<file path="src/rtl/uart_arb_pkg.sv">
// Shared types and defaults for the two-master UART register-port arbiter.
package uart_arb_pkg;

  typedef enum logic [1:0] {
    IDLE = 2'd0,
    OWN0 = 2'd1,
    OWN1 = 2'd2
  } state_t;

  localparam int          DEF_TIMEOUT_CYCLES = 256;
  localparam logic [31:0] DEF_ERR_RDATA      = 32'hDEAD_0BAD;

endpackage

</file>
<file path="src/rtl/uart_bus_arbiter.sv">
// Round-robin arbiter letting the CPU data port (m0) and a second requester (m1)
// share the UART register port, with a slave-response timeout.
module uart_bus_arbiter
  import uart_arb_pkg::*;
#(
  parameter int          TIMEOUT_CYCLES = DEF_TIMEOUT_CYCLES,
  parameter logic [31:0] ERR_RDATA      = DEF_ERR_RDATA
) (
  input  logic        clk,
  input  logic        rst,
  input  logic [31:0] m0_daddr_i,
  input  logic [31:0] m0_dwdata_i,
  input  logic [3:0]  m0_dstrb_i,
  input  logic        m0_dwrite_i,
  input  logic        m0_dvalid_i,
  output logic [31:0] m0_drdata_o,
  output logic        m0_dready_o,
  input  logic [31:0] m1_daddr_i,
  input  logic [31:0] m1_dwdata_i,
  input  logic [3:0]  m1_dstrb_i,
  input  logic        m1_dwrite_i,
  input  logic        m1_dvalid_i,
  output logic [31:0] m1_drdata_o,
  output logic        m1_dready_o,
  output logic [31:0] s_daddr_o,
  output logic [31:0] s_dwdata_o,
  output logic [3:0]  s_dstrb_o,
  output logic        s_dwrite_o,
  output logic        s_dvalid_o,
  input  logic [31:0] s_drdata_i,
  input  logic        s_dready_i,
  output logic [1:0]  grant_o,
  output logic        timeout_o
);

  localparam logic [15:0] WAIT_LAST = 16'(TIMEOUT_CYCLES - 1);

  state_t      state, state_nxt;
  logic        last_grant, last_grant_nxt;
  logic [15:0] wait_cnt, wait_cnt_nxt;

  logic        sel_m1;
  logic        own_valid;
  logic        timeout_hit;
  logic        done_rdy;
  logic [31:0] done_rdata;

  always_ff @(posedge clk) begin
    if (rst) begin
      state      <= IDLE;
      last_grant <= 1'b1;
      wait_cnt   <= 16'd0;
    end else begin
      state      <= state_nxt;
      last_grant <= last_grant_nxt;
      wait_cnt   <= wait_cnt_nxt;
    end
  end

  always_comb begin
    state_nxt      = state;
    last_grant_nxt = last_grant;
    wait_cnt_nxt   = 16'd0;
    sel_m1         = (state == OWN1);
    own_valid      = 1'b0;
    timeout_hit    = 1'b0;
    done_rdy       = 1'b0;
    done_rdata     = 32'd0;
    s_daddr_o      = 32'd0;
    s_dwdata_o     = 32'd0;
    s_dstrb_o      = 4'd0;
    s_dwrite_o     = 1'b0;
    s_dvalid_o     = 1'b0;
    m0_dready_o    = 1'b0;
    m0_drdata_o    = 32'd0;
    m1_dready_o    = 1'b0;
    m1_drdata_o    = 32'd0;
    grant_o        = 2'b00;
    timeout_o      = 1'b0;

    case (state)
      IDLE: begin
        // On contention the master that did not finish last goes next.
        if (m0_dvalid_i && m1_dvalid_i) state_nxt = last_grant ? OWN0 : OWN1;
        else if (m0_dvalid_i)           state_nxt = OWN0;
        else if (m1_dvalid_i)           state_nxt = OWN1;
      end
      OWN0, OWN1: begin
        grant_o     = sel_m1 ? 2'b10 : 2'b01;
        own_valid   = sel_m1 ? m1_dvalid_i : m0_dvalid_i;
        timeout_hit = own_valid && !s_dready_i && (wait_cnt == WAIT_LAST);
        s_daddr_o   = sel_m1 ? m1_daddr_i  : m0_daddr_i;
        s_dwdata_o  = sel_m1 ? m1_dwdata_i : m0_dwdata_i;
        s_dstrb_o   = sel_m1 ? m1_dstrb_i  : m0_dstrb_i;
        s_dwrite_o  = sel_m1 ? m1_dwrite_i : m0_dwrite_i;
        // Withdraw the request in the timeout cycle so the slave cannot act on it.
        s_dvalid_o  = own_valid && !timeout_hit;
        done_rdy    = (own_valid && s_dready_i) || timeout_hit;
        done_rdata  = timeout_hit ? ERR_RDATA : s_drdata_i;
        timeout_o   = timeout_hit;
        if (sel_m1) begin
          m1_dready_o = done_rdy;
          m1_drdata_o = done_rdata;
        end else begin
          m0_dready_o = done_rdy;
          m0_drdata_o = done_rdata;
        end
        if (!own_valid || s_dready_i || timeout_hit) begin
          state_nxt      = IDLE;
          last_grant_nxt = sel_m1;
        end else begin
          wait_cnt_nxt = wait_cnt + 16'd1;
        end
      end
      default: state_nxt = IDLE;
    endcase
  end

endmodule

</file>
<file path="config.mk">
export PLATFORM = sky130hd
export DESIGN_NAME = uart_bus_arbiter
export DESIGN_NICKNAME = d
export VERILOG_FILES = /design/src/rtl/uart_arb_pkg.sv /design/src/rtl/uart_bus_arbiter.sv
export SDC_FILE = /design/constraint.sdc
export NUM_CORES = 1
export LEC_CHECK = 0
export ABC_AREA = 1
export CAP_MARGIN = 25
export CELL_PAD_IN_SITES_DETAIL_PLACEMENT = 0
export CELL_PAD_IN_SITES_GLOBAL_PLACEMENT = 1
export CORE_UTILIZATION = 15
export CTS_BUF_LIST = sky130_fd_sc_hd__clkbuf_4
export DETAILED_ROUTE_END_ITERATION = 12
export GPL_TIMING_DRIVEN = 0
export PLACE_DENSITY = 0.9
export SLEW_MARGIN = 20
export SYNTH_ARGS = -nofsm -noshare
export SYNTH_HDL_FRONTEND = slang
export SYNTH_SLANG_ARGS = --single-unit
</file>
<file path="constraint.sdc">
create_clock -name clk -period 1.7 [get_ports clk]
set_input_delay 0.255 -clock clk [delete_from_list [all_inputs] [get_ports clk]]
set_output_delay 0.255 -clock clk [all_outputs]
set_load 0.05 [all_outputs]
</file>
======== Yosys cells after proc, flatten, opt, wreduce, memory -nomap -nowiden ========
Index checks and enable logic that the tools add are counted.
W data, S select, Z words.
storage, ports and cells
  bits in registers ....................... 19
  input bits .............................. 175
  output and inout bits ................... 139
operators by class
  $add $sub $neg .......................... 1
  equal/unequal tests ..................... 5
  muxes and demuxes ....................... 28
  bitwise gates (word level) .............. 1
  reduce and logical (&&, ||, !) cells .... 16
operators with widths
  cell                     count
  $mux W32                 9
  $add A16 B1 Y16 const B  1
  $eq A16 B8 Y1 const B    1
  $mux W2                  7
  $mux W1                  9
  $mux W4                  2
  $logic_and A1 B1 Y1      5
  $ne A4 B4 Y1 const B     1
  $pmux W2 S2              1
  $reduce_and A2 Y1        2
  $logic_not A1 Y1         3
  $logic_or A1 B1 Y1       3
  $reduce_or A3 Y1         1
  $eq A2 B1 Y1 const B     1
  $eq A2 B2 Y1 const B     1
  $logic_not A2 Y1         1
  $ne A2 B2 Y1 const B     1
  $reduce_or A2 Y1         1
  $not A1 Y1               1

======== Depth between registers and ports, before layout ========
Gate-level depths: netlist of the first run.
  word-level depth ........................ 7
  depth in mapped cells ................... 9
  gate-level depth less buffers ........... 9

======== Worst setup path after synthesis of the first run ========
Ideal clock, no wire load.
  kind .................................... reg-to-output
  start point ............................. register state[1]
  end point ............................... output port s_daddr_o[24]
  arrival time ............................ 2380 ps
  slack ................................... -935 ps
  stages on the path, launching flop included .. 7
  cell sequence ........................... dfxtp_1 -> inv_1 -> ha_1 -> inv_2 -> or2_1 -> clkbuf_1 -> o21ai_0
on the way
  cells in the longest elaborated chain, start to end .. 3
  elaborated cells between the ends (all ways) .. 5
  classes of those cells .................. 2 x eq/ne; 2 x mux; 1 x reduce/logical
RTL lines
  what                                                 RTL line                                        RTL
  start: declaration                                   uart_bus_arbiter.sv:38                          state_t state, state_nxt;
  start signal: assignment                             uart_bus_arbiter.sv:54                          state <= state_nxt;
  $eq A2 B2 Y1 / $eq A2 B1 Y1 (equally long branches)  uart_bus_arbiter.sv:64, uart_bus_arbiter.sv:81
  $mux W32 / $reduce_or A2 Y1 (equally long branches)  uart_bus_arbiter.sv:92, uart_bus_arbiter.sv:81
  $mux W32 *                                           uart_bus_arbiter.sv:81                          case (state)
  end: declaration                                     uart_bus_arbiter.sv:25                          output logic [31:0] s_daddr_o,
Mark *: on every way between the ends. The rest lies on a longest branch, timed or not.

======== Worst setup path in the final report of the first run ========
  start point ............................. register state[1]
  end point ............................... output port s_dwdata_o[14]
on the way
  cells in the longest elaborated chain, start to end .. 3
  elaborated cells between the ends (all ways) .. 5
  classes of those cells .................. 2 x eq/ne; 2 x mux; 1 x reduce/logical
RTL lines
  what                                                 RTL line                                        RTL
  $eq A2 B2 Y1 / $eq A2 B1 Y1 (equally long branches)  uart_bus_arbiter.sv:64, uart_bus_arbiter.sv:81
  $mux W32 / $reduce_or A2 Y1 (equally long branches)  uart_bus_arbiter.sv:93, uart_bus_arbiter.sv:81
  $mux W32 *                                           uart_bus_arbiter.sv:81
  end: declaration                                     uart_bus_arbiter.sv:26                          output logic [31:0] s_dwdata_o,
Marked as above.

==> results of run 1 <==
per-layer routing:
layer | vias up | track usage, % | wire length [µm]
met5 | - | 0 | 0
met4 | 0 | 1.21 | 67
met3 | 6 | 1.84 | 1120
met2 | 139 | 29.1 | 9480
met1 | 2002 | 20.2 | 7310
li1 | 2189 | - | -
layout make-up:
type	instances	area [µm²]
tap	229	287
multi-input combinational	327	3010
inverter	108	418
buffer	26	429
sequential	19	385
clock buffer	4	30.0
timing repair buffer	348	4020
fill	1657	9450
flip-flops by register name (all words and copies together), names as in the netlist:
| name | count |
|---|---|
| last_grant | 1 |
| state | 2 |
| wait_cnt | 16 |
through the flow:
stage / util, % / hold WS [ns]
CTS: 42.1 / 0.474
finish: 47.6 / 0.475
global route: 47.6 / 0.490
global placement: 38.4 / 0.438
floorplan: - / 0.343
detailed placement: 38.4 / 0.445
worst max-delay path: cells and delay by family, from the launching register on:
kind | cells | cell delay (ns)
AOI/OAI and AO/OA | 1 | 0.16
adders and majority gates | 1 | 0.28
buffers and inverters | 5 | 0.63
DFF | 1 | 0.41
and+or+nand+nor | 1 | 0.28
cells by family (layout without fill, tap and decap cells):
group / Yosys count / after routing / share of synthesized area, %
buffers and inverters: 135 / 486 / 22.6
AOI/OAI and AO/OA: 120 / 120 / 28.9
adders and majority gates: 5 / 5 / 2.26
xor gates and xnor gates: 7 / 7 / 2.22
and+or+nand+nor: 194 / 195 / 30.3
DFF: 19 / 19 / 13.7
how the worst min path moves through the flow:
stage                startpoint     endpoint  slack (ns)  cells past startpoint
finish               last_grant   last_grant        0.47                      2
global placement    wait_cnt[0]  wait_cnt[0]        0.44                      1
floorplan                   rst   last_grant        0.34                      2
global route        wait_cnt[0]  wait_cnt[0]        0.49                      1
detailed placement  wait_cnt[0]  wait_cnt[0]        0.45                      1
CTS                 wait_cnt[0]  wait_cnt[0]        0.47                      1
power groups by stage:
stage / logic (mW) / clock network, mW / registers, mW
detailed placement: 7.18 / 0 / 0.501
finish: 9.18 / 0.263 / 0.495
global placement: 7.18 / 0 / 0.498
global route: 9.50 / 0.296 / 0.497
CTS: 7.99 / 0.265 / 0.494
floorplan: 4.82 / 0 / 0.494
synth_stat cells:
library cell | number | share of area [%]
nand4_4 | 1 | 0.77
o21ai_2 | 50 | 16
xor2_1 | 5 | 1.6
o21ai_0 | 20 | 3.6
nor2_1 | 50 | 6.8
nor3_2 | 1 | 0.36
nand3_1 | 11 | 2.0
inv_1 | 106 | 14
or2_2 | 2 | 0.45
buf_4 | 1 | 0.27
nand3_2 | 2 | 0.72
nand3b_1 | 1 | 0.27
buf_6 | 14 | 5.7
buf_2 | 7 | 1.3
nand2_1 | 111 | 15
nor2_2 | 1 | 0.23
dfxtp_1 | 19 | 14
a21oi_1 | 47 | 8.5
nand2_2 | 1 | 0.23
o21a_1 | 1 | 0.27
nand3_4 | 1 | 0.63
a21oi_2 | 2 | 0.63
xnor2_1 | 2 | 0.63
inv_2 | 2 | 0.27
nor2_4 | 2 | 0.81
clkbuf_1 | 5 | 0.68
nand4_1 | 3 | 0.68
or2_1 | 1 | 0.23
ha_1 | 5 | 2.3
nor3_1 | 5 | 0.90
or2_0 | 1 | 0.23
repair_timing:
action	CTS	global route
endpoints found under the hold margin	0	0
buffers inserted	16	8
gates resized for setup	1003	167
pin swaps	11	23
setup endpoints to repair	140	150
cloned	4	9
==> qor.yml, run 1 <==
p_sw_mw: 5.55
final_nets: 1013
fin_crit_ns: 2.34
final_common_cell: "clkdlybuf4s50_1"
drt_iter0_markers: 148
min_path_type: "reg -> reg"
io_pins: 314
core_area_mm2: 0.0180
slew_headroom_pct: 65.2
timing.rr.start: "state[0]"
drt_pre_antenna_iters: 5
critPathMaxStageDelay_ns: 0.41
hold_buffers: 0
seq_power_share_pct: 5.0
setup_slack_ns: -0.643
synth_cell_types: 31
drive_above_1_share_pct: 45.6
clk_pin_slew_ns: 0.12
diodes: 0
finalSetupViolCount: 148
synthCells: 480
peakVddDrop_mv: 0.723
violations: "negative setup slack"
total_power_mw: 9.94
hpwl_mm: 13.2
worstSkewPairLatency_ns: 0.31
grt_setup_unrepaired: "true"
die_height_um: 138
placed_area_mm2: 0.00692
antenna_found_initial: 0
path_cells: "inv_4 -> ha_4 -> inv_2 -> or2_4 -> buf_12 -> clkbuf_16 -> o21ai_2 -> buf_6"
p_clk_share_pct: 2.6
dp_cells: 1022
grt_usage_pct: 15.8
timing.rr.end: "wait_cnt[11]"
tightest_slew_ns: 0.522
grt_max_degree: 11
slew_viol_final: 0
power_frac_comb_pct: 92.4
dieArea_mm2: 0.0190
leakage_nw: 3.54
cts_buffer_depth: 2
cp-end-kind: "output port"
r2r_slack_ns: -0.05
clock_skew_ns: 0.0102
gp_routability_congestion: 0.808
overflow: 0
outcome: "finished with violations"
crit_path_start_kind: "flop"
antenna_left: 0
ys_ff_latch: 19
fin_cells: 1061
final.setup.tns_ns: -78.15
cts_root_buffer: "clkbuf_4"
cts_tree: "built"
power.density_mw_per_mm2: 1160
cpMaxStageDelayCell: "dfxtp_4"
p_int_mw: 4.39
crit_path_start: "state[1]"
h-tree-depth: 1
finalHoldViolCount: 0
cp.required_ns: 1.44
drt-vias-per-instance: 4.09
via_count: 4336
finalInstanceArea_mm2: 0.00858
placementRows: 49
io_buffers: 313
yosysSeqAreaShare_pct: 13.7
grt_first_pass_wirelength_mm: 22.5
area_delta_synth_final_pct: 210
r2r_cells: 9
post-place-ws_ns: -1.38
cts_buffers: 3
grt_pass1_vias: 3848
worst_ep_arrival_time_ns: 2.09
routed_wl_mm: 18.0
switching_share_pct: 55.8
cap_violations: 0
crit_path_end: "s_dwdata_o[14]"
timing.fmax_mhz: 427
drc_errors: 0
start_util_pct: 15.3
syn_area_per_cell_um2: 5.76
synth_area_mm2: 0.00277
criticalPathCategory: "reg -> out"
cp_max_fo: 9
synth_warnings: 0
routedWlPerCell_um: 16.9
clock-sinks: 19
layout_common_cells: "clkdlybuf4s50_1 (174), inv_1 (103), nand2_1 (98)"
die_x_um: 138
finalCritPeriodShare_pct: 138
syn-num-nets: 660
No activity file was read; power rests on OpenSTA's default activity.
==> run 2, diff against run 1 <==
- PLACE_DENSITY: 0.9 -> 0.84
- TNS_END_PERCENT: unset -> 100
==> run 2 against run 1 <==
- the flow still finishes with violations (negative setup slack)
- critical path type unchanged
- global-route usage is essentially flat
- fmax grew 1.4%
- sequential power is essentially flat
- hold slack lost 0.038 ns
- utilization grew 0.17 points
- setup slack gained 0.033 ns
- routed wire length shrank 3.0%
==> qor.yml, run 2 (synthesized netlist as in run 1, its figures left out) <==
drive_above_1_share_pct: 46.5
cts_buffer_depth: 2
worst_ep_arrival_time_ns: 2.05
core_area_mm2: 0.0180
min_path_type: "reg -> reg"
top_regs: "wait_cnt (16), state (2), last_grant (1)"
finalHoldViolCount: 0
ff_latch_area_um2: 387
die_height_um: 138
multiInputGateArea_mm2: 0.00306
cts_tree: "built"
cp_top_family: "buffers and inverters"
power.density_mw_per_mm2: 1140
r2r_cells: 9
outcome: "finished with violations"
largest_reg_flops: 16
timing.rr.end: "wait_cnt[13]"
slew_headroom_pct: 74.5
io_pins: 314
crit_path_start_kind: "flop"
hold_buffers: 0
drt_pre_antenna_iters: 4
leakage_nw: 3.51
routedWlPerCell_um: 16.4
overflow: 0
placed_area_mm2: 0.00692
grt_first_pass_wirelength_mm: 22.8
fin_util_pct: 47.8
fin_crit_ns: 2.31
slew_viol_final: 0
routed_wl_mm: 17.4
clock_skew_ns: 0.00713
placementRows: 49
cap_violations: 0
gp_routability_congestion: 0.816
grt_setup_unrepaired: "true"
final_common_cell: "clkdlybuf4s50_1"
grt_usage_pct: 15.8
power_frac_comb_pct: 92.5
cts_root_buffer: "clkbuf_4"
timing.fmax_mhz: 433
criticalPathCategory: "reg -> out"
grt_max_degree: 12
worstHoldStart: "wait_cnt[0]"
dieArea_mm2: 0.0190
path_buf_inv: 4
hold_slack_ns: 0.437
critPathMaxStageDelay_ns: 0.37
worstSkewPairLatency_ns: 0.31
h-tree-depth: 1
via_count: 4386
cp_max_fo: 5
finalSetupViolCount: 137
cpMaxStageDelayCell: "dfxtp_2"
setup_slack_ns: -0.610
violations: "negative setup slack"
p_int_mw: 4.34
total_power_mw: 9.85
clock-sinks: 19
cts_buffers: 3
cp-end-kind: "output port"
tightest_slew_ns: 0.379
drc_errors: 0
switching_share_pct: 55.9
cp.required_ns: 1.44
clk_pin_slew_ns: 0.12
seq_power_share_pct: 5.0
die_x_um: 138
drt-vias-per-instance: 4.12
peakVddDrop_mv: 0.777
finalCritPeriodShare_pct: 136
layout_common_cells: "clkdlybuf4s50_1 (174), buf_6 (105), inv_1 (103)"
antenna_found_initial: 0
largest_register: "wait_cnt"
hpwl_mm: 13.0
finalInstanceArea_mm2: 0.00861
antenna_left: 0
diodes: 0
r2r_slack_ns: 0
fillers: 1696
drt_iter0_markers: 136
start_util_pct: 15.3
path_cells: "inv_4 -> ha_4 -> o21a_1 -> nor2_4 -> nand3_4 -> buf_8 -> clkbuf_16 -> a21oi_4 -> buf_6"
final_nets: 1016
hold_depth: 1
p_clk_share_pct: 2.5
timing.rr.start: "state[0]"
area_delta_synth_final_pct: 211
final.setup.tns_ns: -75.61
io_buffers: 313
min_delay_worst_endpoint: "wait_cnt[0]"
p_sw_mw: 5.51
grt_pass1_vias: 3951
[run 2: cell count changes in the layout (fill, tap and decap cells not counted), moves of 4 or more]
cell	delta
buf_4	+8
buf_12	+4
buf_8	-11
buf_6	+11
o21ai_4	+8
clkbuf_4	-6
nand2_8	-4
o21ai_2	-8
nand2_4	+6
clkbuf_16	-7
[run 2: final cells by class]
type | count | area share, %
clock buffer | 3 | 0.262
buffer | 26 | 4.94
multi-input combinational | 327 | 35.6
clock inverter | 1 | 0.0581
sequential | 19 | 4.49
inverter | 108 | 4.94
timing repair buffer | 351 | 46.4
tap | 229 | 3.33
[run 2: power by group through the flow]
stage | sequential (mW) | clock (mW) | combinational, mW
2_1_floorplan | 0.494 | 0 | 4.82
3_3_place_gp | 0.498 | 0 | 7.18
3_5_place_dp | 0.500 | 0 | 7.17
4_1_cts | 0.493 | 0.249 | 8.41
5_1_grt | 0.497 | 0.270 | 9.48
6_report | 0.494 | 0.243 | 9.11
[run 2: metrics by stage]
step | cells | setup slack [ns]
global route | 1064 | -0.697
detailed placement | 1022 | -1.40
floorplan | 480 | -0.328
CTS | 1047 | -0.623
finish | 1064 | -0.610
global placement | 1022 | -1.38
[run 2: per-layer routing]
metal | global-route usage (%) | share of wire (%) | vias to the layer above
li1 | - | - | 2180
met1 | 20.1 | 39 | 2048
met2 | 28.9 | 53 | 145
met3 | 2.21 | 6.6 | 13
met4 | 1.21 | 0.73 | 0
met5 | 0 | 0 | -
[run 2: repair_timing]
| action | in CTS | in global routing |
|---|---|---|
| setup buffers | 16 | 13 |
| pin swaps | 15 | 14 |
| gates cloned | 6 | 4 |
| gates resized for setup | 1045 | 131 |
| setup endpoints to repair | 140 | 151 |
[run 2: how the worst max path moves through the flow]
stage / cells past startpoint / slack [ns] / from / to
final: 9 / -0.61 / state[0] / m1_drdata_o[2]
after global routing: 9 / -0.70 / state[0] / m1_drdata_o[2]
after CTS: 9 / -0.62 / state[0] / m1_dready_o
after detailed placement: 8 / -1.40 / state[1] / s_daddr_o[28]
after global placement: 8 / -1.38 / state[1] / s_daddr_o[28]
after floorplan: 7 / -0.33 / state[1] / m0_drdata_o[11]
[run 2: worst reg2reg max path: stages (launching register included)]
cell	delay, ns
dfxtp_2	0.37
inv_4	0.05
ha_4	0.16
o21a_1	0.20
nor2_4	0.17
buf_4	0.14
buf_4	0.14
nand4_4	0.12
buf_12	0.16
a21oi_1	0.12
==> run 3, diff against run 2 <==
- HOLD_SLACK_MARGIN: unset -> 0.08
==> results of run 3 <==
Same layout as run 2: the final DEF is identical, and so are final timing and power.
